## src/rtl/coin_pkg.sv

```systemverilog
// rtl/coin_pkg.sv - shared types and constants for the coin front end and accumulator
package coin_pkg;

  typedef enum logic [1:0] {
    IDLE       = 2'd0,
    PRESS_WAIT = 2'd1,
    HELD       = 2'd2,
    REL_WAIT   = 2'd3
  } db_state_e;

  localparam int unsigned COIN_A_VAL = 5;
  localparam int unsigned COIN_B_VAL = 10;

endpackage

```

## src/rtl/pb_debounce.sv

```systemverilog
// rtl/pb_debounce.sv - one push-button channel: 2-flop synchroniser, debounce FSM, stability counter
module pb_debounce
  import coin_pkg::*;
#(
  parameter int unsigned DEBOUNCE_CYCLES = 50000,
  parameter int unsigned CNT_W           = 16
) (
  input  logic clk,
  input  logic rst_n,
  input  logic pb,
  input  logic block,
  output logic accept,
  output logic active
);

  localparam logic [CNT_W-1:0] CNT_LAST = CNT_W'(DEBOUNCE_CYCLES - 1);
  localparam logic [CNT_W-1:0] CNT_ONE  = CNT_W'(1);

  logic             sync1_q, sync2_q;
  logic             pressed;
  db_state_e        state_q, state_d;
  logic [CNT_W-1:0] cnt_q, cnt_d;

  // Synchroniser idles at 1 so a reset never looks like a press edge.
  always_ff @(posedge clk or negedge rst_n) begin
    if (!rst_n) begin
      sync1_q <= 1'b1;
      sync2_q <= 1'b1;
    end else begin
      sync1_q <= pb;
      sync2_q <= sync1_q;
    end
  end

  assign pressed = ~sync2_q;

  always_ff @(posedge clk or negedge rst_n) begin
    if (!rst_n) begin
      state_q <= IDLE;
      cnt_q   <= '0;
    end else begin
      state_q <= state_d;
      cnt_q   <= cnt_d;
    end
  end

  always_comb begin
    state_d = state_q;
    cnt_d   = cnt_q;
    accept  = 1'b0;
    case (state_q)
      IDLE: begin
        cnt_d = '0;
        if (pressed && !block) begin
          state_d = PRESS_WAIT;
          cnt_d   = CNT_ONE;
        end
      end
      PRESS_WAIT: begin
        if (!pressed) begin
          state_d = IDLE;
          cnt_d   = '0;
        end else if (cnt_q == CNT_LAST) begin
          state_d = HELD;
          cnt_d   = '0;
          accept  = 1'b1;
        end else begin
          cnt_d = cnt_q + CNT_ONE;
        end
      end
      HELD: begin
        cnt_d = '0;
        if (!pressed) begin
          state_d = REL_WAIT;
          cnt_d   = CNT_ONE;
        end
      end
      REL_WAIT: begin
        if (pressed) begin
          state_d = HELD;
          cnt_d   = '0;
        end else if (cnt_q == CNT_LAST) begin
          state_d = IDLE;
          cnt_d   = '0;
        end else begin
          cnt_d = cnt_q + CNT_ONE;
        end
      end
      default: begin
        state_d = IDLE;
        cnt_d   = '0;
      end
    endcase
  end

  assign active = (state_q != IDLE);

endmodule

```

## src/rtl/coin_debounce.sv

```systemverilog
// rtl/coin_debounce.sv - two debounced coin buttons to single-cycle coin5/coin10 pulses
// Optional cross-channel lockout: COIN_DEBOUNCE_LOCKOUT_EN
module coin_debounce
  import coin_pkg::*;
#(
  parameter int unsigned DEBOUNCE_CYCLES = 50000,
  parameter int unsigned CNT_W           = 16
) (
  input  logic clk,
  input  logic rst_n,
  input  logic pb0,
  input  logic pb1,
  output logic coin5,
  output logic coin10,
  output logic busy
);

  logic accept0, accept1;
  logic active0, active1;
  logic block0, block1;
  logic coin5_q, coin5_d;
  logic coin10_q, coin10_d;

`ifdef COIN_DEBOUNCE_LOCKOUT_EN
  // Blocks sample registered state only, so same-cycle departures from IDLE both proceed.
  assign block0 = active1;
  assign block1 = active0;
`else
  assign block0 = 1'b0;
  assign block1 = 1'b0;
`endif

  pb_debounce #(
    .DEBOUNCE_CYCLES(DEBOUNCE_CYCLES),
    .CNT_W          (CNT_W)
  ) u_ch0 (
    .clk   (clk),
    .rst_n (rst_n),
    .pb    (pb0),
    .block (block0),
    .accept(accept0),
    .active(active0)
  );

  pb_debounce #(
    .DEBOUNCE_CYCLES(DEBOUNCE_CYCLES),
    .CNT_W          (CNT_W)
  ) u_ch1 (
    .clk   (clk),
    .rst_n (rst_n),
    .pb    (pb1),
    .block (block1),
    .accept(accept1),
    .active(active1)
  );

  // A coincident 10-unit accept loses to the 5-unit one and is not retried.
  assign coin5_d  = accept0;
  assign coin10_d = accept1 & ~accept0;

  always_ff @(posedge clk or negedge rst_n) begin
    if (!rst_n) begin
      coin5_q  <= 1'b0;
      coin10_q <= 1'b0;
    end else begin
      coin5_q  <= coin5_d;
      coin10_q <= coin10_d;
    end
  end

  assign coin5  = coin5_q;
  assign coin10 = coin10_q;
  assign busy   = active0 | active1;

endmodule

```

## config.mk

```make
export PLATFORM = sky130hd
export DESIGN_NAME = coin_debounce
export DESIGN_NICKNAME = d
export VERILOG_FILES = /design/src/rtl/coin_pkg.sv /design/src/rtl/pb_debounce.sv /design/src/rtl/coin_debounce.sv
export SDC_FILE = /design/constraint.sdc
export NUM_CORES = 1
export LEC_CHECK = 0
export CAP_MARGIN = 20
export CELL_PAD_IN_SITES_DETAIL_PLACEMENT = 0
export CELL_PAD_IN_SITES_GLOBAL_PLACEMENT = 1
export CORE_MARGIN = 2
export CORE_UTILIZATION = 45
export CTS_BUF_LIST = sky130_fd_sc_hd__clkbuf_4 sky130_fd_sc_hd__clkbuf_8
export CTS_CLUSTER_SIZE = 20
export DETAILED_ROUTE_END_ITERATION = 10
export PLACE_DENSITY_LB_ADDON = 0.1
export SYNTH_ARGS = -nofsm -noshare
export SYNTH_HDL_FRONTEND = slang
export SYNTH_SLANG_ARGS = --single-unit
```

## constraint.sdc

```tcl
create_clock -name clk -period 2.2 [get_ports clk]
set_clock_uncertainty 0.15 [all_clocks]
set_input_delay 0.44 -clock clk [delete_from_list [all_inputs] [get_ports clk]]
set_output_delay 0.44 -clock clk [all_outputs]
set_load 0.005 [all_outputs]
```

* After elaboration in Yosys (flattened, before gate mapping)
Index checks and enable logic that the tools add are counted.
** Word-level totals
- Logic and storage cells :: 69
- Bits of input ports :: 4
- Register bits after elaboration :: 42
** Operators by class
- Equality and inequality tests :: 16
- Add/subtract/negate cells :: 2
- Reductions and logical operators :: 6
- Bitwise gates (word level) :: 3
- Mux-type cells :: 32
** Operators with widths (number)
- 16-bit one-hot mux with 4 select lines :: 2
- 16-bit two-way mux :: 6
- 16-bit by 1-bit adder with 16-bit output (second input constant) :: 2
- 16-bit equality test (second input constant) :: 2
- 2-bit two-way mux :: 12
- 2-bit one-hot mux with 4 select lines :: 2
- 1-bit two-way mux :: 10
- 2-bit equality test (second input constant) :: 4
- 4-bit AND reduction :: 2
- 3-bit by 1-bit != test with 1-bit output (second input constant) :: 2
- 3-bit != test (second input constant) :: 2
- 2-bit by 1-bit equality test with 1-bit output (second input constant) :: 2
- 2-bit logical NOT :: 2
- 2-bit by 1-bit != test with 1-bit output (second input constant) :: 2
- 2-bit != test (second input constant) :: 2
- 2-bit nonzero test :: 2
- 1-bit bitwise AND :: 1
- 1-bit NOT :: 1
- 1-bit OR :: 1

* Depth between registers and ports, before layout
- Depth after elaboration :: 6
- Gate-level depth with buffers :: 7

* Hierarchy
A second synthesis with hierarchy kept.
** Second synthesis, totals
- Cells, all modules :: 207
- Area, all modules :: 2107.0 um^2
** By module, submodules not included
- pb_debounce at u_ch1 :: sequential area each 503.0 um^2, times used 1, cells an instance 102, area each 1021.0 um^2
- pb_debounce at u_ch0 :: sequential area each 503.0 um^2, times used 1, cells an instance 100, area each 1019.7 um^2
- coin_debounce :: sequential area each 50.0 um^2, times used 1, cells an instance 5, area each 66.3 um^2

* Worst setup path after synthesis
Ideal clock, no wire load.
- Path kind :: register to register
- Start :: register u_ch0.cnt_q[11]
- End :: register u_ch0.cnt_q[10]
- Data required time :: 1931 ps
- Setup slack :: 309 ps
- Setup time :: 119 ps
- Period minus slack after synthesis :: 1891 ps
- Stages on the path, launching flop included :: 7
- Arrival time :: 1623 ps
- Buffers on the path :: 2
- Cell sequence :: dfrtp_1 -> or4b_1 -> nor4_2 -> or3b_1 -> buf_6 -> buf_12 -> nor2_1
** Between the ends
- Word-level cells in the longest chain between the ends :: 4
- Elaborated cells between the ends (all ways) :: 5
** Ends and longest elaborated chain
- start, declared :: line pb_debounce.sv:22 : logic [CNT_W-1:0] cnt_q, cnt_d;
- start signal, assigned :: line pb_debounce.sv:43 : cnt_q <= cnt_d;
- 16-bit equality test * :: line pb_debounce.sv:63, pb_debounce.sv:82
- 16-bit two-way mux * :: line pb_debounce.sv:63, pb_debounce.sv:82
- 16-bit two-way mux, on equally long branches :: line pb_debounce.sv:79, pb_debounce.sv:60
- 16-bit one-hot mux with 4 select lines * :: line pb_debounce.sv:51 : case (state_q)
- via u_ch0.cnt_d[10] :: line pb_debounce.sv:22
The timed path passes the listed nets; every way through them passes the cells marked *.
A chain may end at the register's enable or synchronous reset.

==> impl.org <==
** Yosys
- Gate count of the mapped netlist :: roughly 190
- Dividing the synthesized area by the synthesized cell count gives between 10 and 15 um^2.
- Number of flops mapped to enable cells by yosys :: 0
- Synthesized netlist net count :: between 150 and 200
- During synthesis, Yosys emitted a total of 0 warnings.
- Fraction of synthesized cell area taken by the top area cell type :: between 40% and 50%
- After synthesis the cells add up to about 2000 um^2.
- Summed over all instances, the cell type with the most area after synthesis is dfrtp_1.
- Primary FF master, synth :: dfrtp_1
- Async set-reset flop share out of synthesis :: 100%
- Yosys attributes the largest share of cell area to dfrtp_1 48%, xnor2_1 11%, nor2_1 7.4%.
- The synthesized design contains 42 register bits.
- For this run, the register share of the synthesized area comes to between 50% and 60%.
- Number of unique standard cell types used by synthesis :: 30

** Global route
- Number of global-route vias before repair :: between 1000 and 1500
- Total GRT Usage :: about 16%
- Global routing consumed, on the met3 layer, 3.90% of the routing resources.
- The global routing stage identified its most utilized layer as met2.
- After global routing the overflow that remains totals 0.
- Met2 layer usage reported by global route :: 26.1%
- The first global-routing pass estimated about 6200 um of wire.
- Maximum number of pins on one net before global-route repair :: 25
- Global routing used 20.5% of the available met1 tracks.
- The number of antenna violations at the first check in global routing came to 0.

** STA
- Dividing the final minimum period by the clock period gives roughly 95%.
- Sum Neg Setup Slack :: 0 ns
- For the pin with the worst max-slew slack, the measured transition is between 0.4 and 0.5 ns.
- Unrepaired setup endpoints after global routing :: false
- Final-report hold violation count :: 0
- Derived from the worst setup path, the maximum achievable clock frequency is 479 MHz.
- Setup violations remaining at the end of the flow were counted as 0.
- Relative slew slack :: 69.1%
- For the finished layout, the period the worst path requires is 2.09 ns.
- Final Max Slew Viols :: 0
- Setup slack closes at around 0.11 ns.

** Final layout
- Fraction of final layout cells with drive strength greater than 1 :: 11.5%
- The multi-input combinational cells in the finished layout cover a total of 837 um^2.
- Filler cell count :: ~390
- Reg area :: between 1000 and 1500 um^2
- Biggest regs :: u_ch0.cnt_q: 16 flops, u_ch1.cnt_q: 16 flops
- The library cell used most frequently in the layout, excluding fill and tap cells, is nor2_1.
- Antenna cells :: 0
- Top library cells by usage in the layout, fill and taps aside :: 39 x nor2_1, 38 x dfrtp_1, 24 x xnor2_1
- The area growth from synthesis to layout is 12.2%.
- The final layout contains between 200 and 250 nets.

** Worst setup path
- The startpoint identified for the worst register-to-register timing path is u_ch1.cnt_q[12]$_DFF_PN0_.
- Walking the worst path, the cells encountered are or4_1, dlygate4sd2_1.
- Counting both buffers and inverters, the worst setup path holds a total of 1.
- In this run the worst path has a maximum fanout of 4.
- Cell with the largest stage delay on the worst path :: or4_1
- Worst reg2reg path endpoint :: u_ch1.cnt_q[8]$_DFF_PN0_
- Crit. End Element :: output pin
- Crit path largest cell delay :: ~0.50 ns
- CP Launch Type :: flip-flop
- STA puts the critical path data required time at 1.61 ns.
- STA puts the critical path data arrival time at about 1.5 ns.
- R2R setup slack :: ~0.18 ns
- Worst Reg-to-Reg Cells :: 5
- The critical path is of the flip-flop to output pin type.
- Delay-heaviest family, CP :: simple AND/OR/NAND/NOR gates

** Worst hold path
- Min-Delay Path Depth :: 0
- Path class of the lowest-slack min-delay path :: flip-flop to flip-flop
- Startpoint of the worst hold path :: u_ch0.sync1_q$_DFF_PN1_
- The path with the worst hold slack has its endpoint at u_ch0.sync2_q$_DFF_PN1_.

** Job
- Max-cap violations :: 0

** CTS
- Clk root buf :: clkbuf_8
- The number of clock buffers added by TritonCTS is 5.
- The clock reaches the later pin of the worst-skew pair after roughly 0.29 ns.
- Deepest clock path buffer count :: 2
- Sink count of the clock tree :: 42
- The H-tree was split into 2 levels.
- TritonCTS clock tree :: yes
- Clock slew at the register clock pins of the worst setup and hold paths :: ~0.090 ns

** Floorplan
- Number of primary I/O pins :: 7
- Placeable core area :: about 4300 um^2
- The initial utilization of the core area, before any placement, comes to a little under half.
- The die is 70.3 um tall.
- Measured along the x axis, the die boundary spans 70.3 um.
- The floorplan step defined a die boundary enclosing 4950 um^2.
- The floorplan has 24 rows.

** Routing
- Via count :: around 1400
- Antenna viol nets, final :: 0
- TritonRoute pass-1 iters :: 4
- After detailed routing, the number of remaining DRC violations is 0.
- DRT Wirelength :: approximately 3500 um
- Starting DRT DRC Count :: 52
- Per-cell via count in the routed design :: ~5.2
- Dividing the detail-routed wire length by the instance count gives approximately 13 um.

** Pwr
- Power comes to 1370 uW.
- Switching portion of total power :: between 20 and 25%
- Combinational cells account for 4.4% of the total power.
- Dividing total power by cell area gives a power density of around 620 nW/um^2.
- Sequential share of power :: ~58%
- IR analysis of the VDD net gives a maximum drop of around 0.32 mV.
- Psw :: 329 uW
- Proportion of power drawn by the clock network :: a little under two fifths
- For this design the static power due to leakage is a little over 0.0008 uW.
- The internal portion of the total power is 1040 uW.

** Placed design
- Summed over all nets, the half-perimeter wirelength after detailed placement is around 2500 um.
- Routability congestion estimate :: between 0.7 and 0.8
- Before CTS, the worst setup slack after placement is slightly below 0.2 ns.
- Port buffering added 6 buffers.

** Outcome
- Status :: completed
[per-stage QoR]
step / util, % / cell area [um^2] / instances / hold slack, ns
after CTS: 51.7 / 2220 / 260 / 0.211
after global placement: 49.2 / 2110 / 250 / 0.195
after detailed placement: 49.2 / 2110 / 250 / 0.200
after floorplan: - / 1980 / 191 / -0.00559
after global routing: 51.7 / 2220 / 260 / 0.218
final: 51.7 / 2220 / 260 / 0.210
[cell type report]
class                   instances  area share (%)
inverters                      10            1.69
flip-flops and latches         42            47.5
repair buffers                 13            6.02
multi-input cells             135            37.7
clock buffers                   5            3.10
clock inverters                 3            1.07
well taps                      52            2.93
[worst max-delay path by stage]
stage	depth (start not counted)	to	startpoint	slack (ns)
global placement	5	u_ch1.cnt_q[11]$_DFF_PN0_	u_ch1.cnt_q[4]$_DFF_PN0_	0.19
global route	2	busy	flip-flop	0.04
CTS	2	busy	flip-flop	0.09
floorplan	6	u_ch0.cnt_q[10]$_DFF_PN0_	u_ch0.cnt_q[11]$_DFF_PN0_	0.31
detailed placement	5	u_ch1.cnt_q[15]$_DFF_PN0_	u_ch1.cnt_q[12]$_DFF_PN0_	0.20
finish	2	busy	flip-flop	0.11
[power by group through the flow]
| stage | Sequential [uW] | Combinational (uW) | Clock [uW] |
|---|---|---|---|
| 3_5_place_dp | 810 | 59.6 | 0 |
| 4_1_cts | 795 | 62.1 | 528 |
| 2_1_floorplan | 808 | 30.5 | 0 |
| 3_3_place_gp | 810 | 58.3 | 0 |
| 6_report | 795 | 60.1 | 512 |
| 5_1_grt | 797 | 68.2 | 563 |
[repair_timing]
action,in CTS,in global routing
hold buffers,1,0
hold endpoints to repair,18,0
setup endpoints to repair,1,0
setup buffers,1,0
resized for setup,1,0
[Yosys cell counts (3+ instances only)]
master / instances
nand2_1: 10
inv_1: 10
xor2_1: 5
or4b_1: 3
nor2_1: 39
nor4_1: 9
nand3_1: 9
dfstp_2: 4
dfrtp_1: 38
nand4_1: 9
xnor2_1: 24
nor3_1: 7
[metal layers]
metal  up-vias  wire length (um)  part of all wire [%]
met3         2                78                   2.2
met2        11              1740                    50
met5         -                 0                     0
met4         0                20                  0.57
li1        679                 -                     -
met1       666              1650                    47
[cells by family after synthesis]
group                      after synthesis  synth area share (%)
buffers and inverters                   14                  4.42
muxes                                    2                  1.01
xor gates and xnor gates                29                  12.8
adders and majority gates                2                  1.26
AOI/OAI and AO/OA                        4                  1.26
and+or+nand+nor                         98                  25.9
DFF                                     42                  53.3
No activity file was read; power rests on OpenSTA's default activity.
